$ cat config.mk
export PLATFORM = sky130hd
export DESIGN_NAME = servo_pwm_gen_flat
export DESIGN_NICKNAME = d
export VERILOG_FILES = /design/src/rtl/servo_pwm_gen_if.sv /design/src/rtl/servo_pwm_gen.sv /design/src/flat_wrapper.sv
export SDC_FILE = /design/constraint.sdc
export NUM_CORES = 1
export LEC_CHECK = 0
export CORE_UTILIZATION = 49
export DETAILED_ROUTE_END_ITERATION = 6
export PLACE_DENSITY = 0.67
export SKIP_CTS_REPAIR_TIMING = 1
export SLEW_MARGIN = 30
export SYNTH_ARGS = -nofsm -noshare
export SYNTH_HDL_FRONTEND = slang
export SYNTH_SLANG_ARGS = --single-unit
$ cat constraint.sdc
create_clock -name i_Clk -period 7.8 [get_ports i_Clk]
set_clock_uncertainty 0.1 [all_clocks]
set_input_delay 1.56 -clock i_Clk [delete_from_list [all_inputs] [get_ports i_Clk]]
set_output_delay 1.56 -clock i_Clk [all_outputs]
set_load 0.02 [all_outputs]
$ cat src/rtl/servo_pwm_gen_if.sv
// Position command handshake between a command source and the servo PWM generator.
// A command transfers on any clock where i_Pos_Valid and o_Pos_Ready are both high.
interface servo_pwm_gen_if;
  logic       i_Pos_Valid;
  logic [7:0] i_Pos;
  logic       o_Pos_Ready;

  modport master (output i_Pos_Valid, output i_Pos, input o_Pos_Ready);
  modport slave  (input i_Pos_Valid, input i_Pos, output o_Pos_Ready);
endinterface

$ cat src/rtl/servo_pwm_gen.sv
// Servo PWM generator: buffers position commands, slews the pulse width once per frame,
// compares it against the upstream frame count and blanks the output if frames stop.
module servo_pwm_gen #(
  parameter int MIN_WIDTH     = 100000,
  parameter int STEP          = 392,
  parameter int MAX_WIDTH     = 200000,
  parameter int SLEW          = 2000,
  parameter int FRAME_TIMEOUT = 1100000
) (
  input  logic            i_Clk,
  input  logic            i_Rst_n,
  input  logic [19:0]     i_Count,
  servo_pwm_gen_if.slave  io_Pos,
  output logic            o_Pwm,
  output logic            o_At_Target,
  output logic            o_Fault
);

  localparam int              WD_W        = $clog2(FRAME_TIMEOUT + 1);
  localparam logic [WD_W-1:0] WD_MAX      = WD_W'(FRAME_TIMEOUT);
  localparam logic [20:0]     RESET_WIDTH = 21'(MIN_WIDTH + 128 * STEP);
  localparam logic [20:0]     SLEW_W      = 21'(SLEW);

  logic [19:0]     r_PrevCount;
  logic            r_PendValid;
  logic [7:0]      r_PendPos;
  logic [20:0]     r_TgtW;
  logic [20:0]     r_CurW;
  logic [WD_W-1:0] r_WdCnt;

  logic            w_Fs;
  logic            w_Accept;
  logic            w_Load;
  logic [19:0]     w_MapRaw;
  logic [20:0]     w_MapW;
  logic [20:0]     w_TgtNext;
  logic [20:0]     w_CurNext;
  logic [WD_W-1:0] w_WdNext;
  logic            w_FaultNext;
  logic            w_PwmNext;

  // A held-zero count produces only one frame start because prev_count follows it.
  assign w_Fs     = (i_Count == 20'd0) && (r_PrevCount != 20'd0);
  assign w_Accept = io_Pos.i_Pos_Valid && !r_PendValid;
  assign w_Load   = w_Fs && r_PendValid;

  assign io_Pos.o_Pos_Ready = !r_PendValid;

  always_comb begin
    w_MapRaw = 20'(MIN_WIDTH) + 20'(r_PendPos) * 20'(STEP);
    w_MapW   = {1'b0, w_MapRaw};
    if (w_MapRaw > 20'(MAX_WIDTH)) begin
      w_MapW = 21'(MAX_WIDTH);
    end
  end

  assign w_TgtNext = w_Load ? w_MapW : r_TgtW;

  // Differences are formed before stepping so the 21-bit math never wraps.
  always_comb begin
    w_CurNext = r_CurW;
    if (w_Fs) begin
      if (r_CurW < w_TgtNext) begin
        w_CurNext = ((w_TgtNext - r_CurW) > SLEW_W) ? (r_CurW + SLEW_W) : w_TgtNext;
      end else if (r_CurW > w_TgtNext) begin
        w_CurNext = ((r_CurW - w_TgtNext) > SLEW_W) ? (r_CurW - SLEW_W) : w_TgtNext;
      end
    end
  end

  always_comb begin
    w_WdNext = r_WdCnt;
    if (w_Fs) begin
      w_WdNext = '0;
    end else if (r_WdCnt != WD_MAX) begin
      w_WdNext = r_WdCnt + WD_W'(1);
    end
  end

  assign w_FaultNext = !w_Fs && (w_WdNext == WD_MAX);
  assign w_PwmNext   = ({1'b0, i_Count} < r_CurW) && !w_FaultNext;

  always_ff @(posedge i_Clk or negedge i_Rst_n) begin
    if (!i_Rst_n) begin
      r_PrevCount <= 20'hFFFFF;
      r_PendValid <= 1'b0;
      r_PendPos   <= 8'd0;
      r_TgtW      <= RESET_WIDTH;
      r_CurW      <= RESET_WIDTH;
      r_WdCnt     <= '0;
      o_Pwm       <= 1'b0;
      o_At_Target <= 1'b1;
      o_Fault     <= 1'b0;
    end else begin
      r_PrevCount <= i_Count;
      if (w_Load) begin
        r_PendValid <= 1'b0;
      end else if (w_Accept) begin
        r_PendValid <= 1'b1;
        r_PendPos   <= io_Pos.i_Pos;
      end
      r_TgtW      <= w_TgtNext;
      r_CurW      <= w_CurNext;
      r_WdCnt     <= w_WdNext;
      o_Pwm       <= w_PwmNext;
      o_At_Target <= (w_CurNext == w_TgtNext);
      o_Fault     <= w_FaultNext;
    end
  end

endmodule

$ cat src/flat_wrapper.sv
// flat-port wrapper written by rule: the top's interface ports become plain ports
module servo_pwm_gen_flat 
#(
  parameter int MIN_WIDTH     = 100000,
  parameter int STEP          = 392,
  parameter int MAX_WIDTH     = 200000,
  parameter int SLEW          = 2000,
  parameter int FRAME_TIMEOUT = 1100000
)
  (i_Clk, i_Rst_n, i_Count, o_Pwm, o_At_Target, o_Fault, io_Pos_i_Pos_Valid, io_Pos_i_Pos, io_Pos_o_Pos_Ready);
  servo_pwm_gen_if io_Pos_i ();
  input  logic i_Clk;
  input  logic i_Rst_n;
  input  logic [19:0] i_Count;
  output logic o_Pwm;
  output logic o_At_Target;
  output logic o_Fault;
  input wire logic [$bits(io_Pos_i.i_Pos_Valid)-1:0] io_Pos_i_Pos_Valid;
  input wire logic [$bits(io_Pos_i.i_Pos)-1:0] io_Pos_i_Pos;
  output wire logic [$bits(io_Pos_i.o_Pos_Ready)-1:0] io_Pos_o_Pos_Ready;
  assign io_Pos_i.i_Pos_Valid = io_Pos_i_Pos_Valid;
  assign io_Pos_i.i_Pos = io_Pos_i_Pos;
  assign io_Pos_o_Pos_Ready = io_Pos_i.o_Pos_Ready;
  servo_pwm_gen #(.MIN_WIDTH(MIN_WIDTH), .STEP(STEP), .MAX_WIDTH(MAX_WIDTH), .SLEW(SLEW), .FRAME_TIMEOUT(FRAME_TIMEOUT)) u_core (.i_Clk(i_Clk), .i_Rst_n(i_Rst_n), .i_Count(i_Count), .io_Pos(io_Pos_i), .o_Pwm(o_Pwm), .o_At_Target(o_At_Target), .o_Fault(o_Fault));
endmodule
==> flow_metrics.tcl <==
set metrics [dict create \
    grt_pass1_vias 9225 \
    clock-sinks 95 \
    yosys-top-cells-area "dfrtp_1, ha_1, dfstp_2" \
    drive_above_1_share 0.210 \
    cts_tree "built" \
    vias 9675 \
    antenna_found_initial 0 \
    synthesis.nets 1303 \
    wl_met2_um 15300 \
    async_reset_ff_frac 1.00 \
    clk_path_buf_depth 2 \
    drc 0 \
    slew_violations 0 \
    grt-ovfl-total 0 \
    wl_met1_um 14900 \
    initial_core_util 0.502 \
    cp_slowest_cell "or4_1" \
    tightestPinTransition_ns 0.827 \
    avgSynthCellArea_sq_um 8.05 \
    cts_buffers 9 \
    synth_top_cell_by_area "dfrtp_1" \
    power.total_mw 1.59 \
    clk_latency_ns 0.37 \
    vdd_drop_max_mv 0.119 \
    slew_headroom 0.447 \
    placementRows 50 \
    p_leak_nw 4.95 \
    syn_inst 1173 \
    io_pins 35 \
    rsz0062_at_grt "true" \
    period_minus_slack_ns 7.65 \
    yosysWarnings 0 \
    dr.max_layer_used "met4" \
    final_cell_area_sq_um 11600 \
    finalHoldViolCount 0 \
    min_period_over_period 0.981 \
    core_area_sq_um 18800 \
    first_pass_iters 5 \
    crit_type "flip-flop to flip-flop" \
    power_density_nw_per_um2 137 \
    nets 1399 \
    place_area_sq_um 10600 \
    fp.dieH_um 141 \
    synth_most_common_cell "nor2_1" \
    synth-edff-count 0 \
    root_buffer "clkbuf_16" \
    io_buffers 34 \
    drv_cap 0 \
    synth.distinct_cells 90 \
    ys.flop_type "dfrtp_1" \
    dieWidth_um 141 \
    wl_met3_um 3040 \
    grt_pass1_wl_um 52100 \
    critical_path_required_ns 8.02 \
    routed_via_density 6.31 \
    critPathLaunchType "flip-flop" \
    ys_ff_latch 95 \
    grt_max_degree 61 \
    synthTopCellsByCount "nor2_1, nand2_1, a21oi_1" \
    clk_pin_slew_ns 0.08 \
    cts_htree_levels 3 \
    outcome "completed" \
    antenna_cells 0 \
    crit_arrival_ns 7.87 \
    ant_nets 0 \
    dp_hpwl_um 26300 \
    die_area_sq_um 19800 \
    cp_max_fo 6 \
    slowest_delay_ns 0.47 \
    grt_util_all_layers 0.346 \
    synth.cell_area_sq_um 9450 \
    gp_congestion 0.993 \
    endpoint_kind "flip-flop" \
    routedWlPerCell_um 22.4 \
    synth_top_area_share 0.164 \
    syn2layout_area_growth_pct 23.1 \
    fmax_mhz 131 \
    hold_path_class "flip-flop to flip-flop" \
    routed_wl_um 34400 \
    setup_viol 0 \
    first_iter_violations 1023 \
    ys_seq_area_frac 0.256 \
]
==> cell type report <==
class | count | area, sq um
repair buffers | 138 | 1210
inverters | 61 | 229
multi-input cells | 964 | 7120
fillers | 1701 | 7200
flip-flops and latches | 95 | 2420
clock buffers | 9 | 225
clock inverters | 7 | 97.6
well taps | 260 | 325
==> layer usage <==
metal	track usage	vias to the layer above
met2	0.544	479
met1	0.474	4605
met3	0.0645	83
met4	0.128	0
li1	-	4508
met5	0	-
==> through the flow <==
step	setup WS, ns	std cells	setup TNS (ns)	hold WS (ns)	util
after floorplan	0.619	1173	0	0.370	-
after global placement	-0.414	1496	-0.414	0.362	0.561
after detailed placement	-0.496	1496	-0.496	0.369	0.561
after CTS	-0.537	1512	-0.537	0.387	0.578
after global routing	-0.0973	1534	-0.0973	0.418	0.618
final	0.150	1534	0	0.376	0.618
==> sequential cells by signal (all words and copies together), names as in the netlist <==
register	count
u_core.r_TgtW	21
u_core.r_WdCnt	21
u_core.r_CurW	21
u_core.o_Fault	1
u_core.r_PrevCount	20
u_core.o_At_Target	1
u_core.r_PendValid	1
u_core.o_Pwm	1
u_core.r_PendPos	8
==> worst max-delay path: cells and delay by family, from the launching register on <==
| family | cells | cell delay, ns |
|---|---|---|
| AOI/OAI and AO/OA | 9 | 2.23 |
| and+or+nand+nor | 10 | 2.20 |
| adders and majority gates | 6 | 2.00 |
| buffers and inverters | 3 | 0.52 |
| DFF | 1 | 0.41 |
| xor gates and xnor gates | 1 | 0.13 |
==> worst paths after layout <==
| check | cells after the start | start | endpoint | slack [ns] |
|---|---|---|---|---|
| worst min register to register | 2 | u_core.r_TgtW[15]$_DFF_PN0_ | u_core.r_TgtW[15]$_DFF_PN0_ | 0.38 |
| max in group asynchronous | 2 | i_Rst_n | u_core.r_WdCnt[0]$_DFF_PN0_ | 5.37 |
| worst min-delay path | 2 | u_core.r_TgtW[15]$_DFF_PN0_ | u_core.r_TgtW[15]$_DFF_PN0_ | 0.38 |
| worst max register to register | 29 | u_core.r_PendPos[1]$_DFFE_PN0P_ | u_core.o_At_Target$_DFF_PN1_ | 0.15 |
| min in group asynchronous | 1 | i_Rst_n | u_core.r_PendPos[5]$_DFFE_PN0P_ | 1.04 |
| worst max-delay path | 29 | u_core.r_PendPos[1]$_DFFE_PN0P_ | u_core.o_At_Target$_DFF_PN1_ | 0.15 |
==> cells in the final DEF, fill, tap and decap left out, drive strengths merged, types with 8 or more instances in the layout <==
cell and n:
nand2b 9, nand4 28, nand3 36, ha 95, xnor2 52, buf 102, dfrtp 62, o31ai 9
clkbuf 12, inv 63, and3 17, a211oi 11, xor2 23, mux2i 18, a21oi 101, dfstp 33
nand2 111, or3 11, a21o 12, and2 8, a31oi 17, o21ai 77, o21a 13, clkdlybuf4s50 33
nor2 112, nor3 24, nor4 27, o211ai 16
==> cells by family after synthesis <==
| logic type | count (synthesis) | share of synthesized area |
|---|---|---|
| muxes | 25 | 0.0274 |
| buffers and inverters | 114 | 0.0495 |
| xor gates and xnor gates | 75 | 0.0695 |
| AOI/OAI and AO/OA | 340 | 0.237 |
| adders and majority gates | 99 | 0.134 |
| and+or+nand+nor | 425 | 0.226 |
| DFF | 95 | 0.256 |
==> power by group <==
group / total (mW) / switching (mW) / internal [mW]
Sequential: 0.519 / 0.0108 / 0.509
Combinational: 0.564 / 0.308 / 0.256
Clock: 0.505 / 0.244 / 0.261
Total: 1.59 / 0.563 / 1.03
No activity file was read; power rests on OpenSTA's default activity.
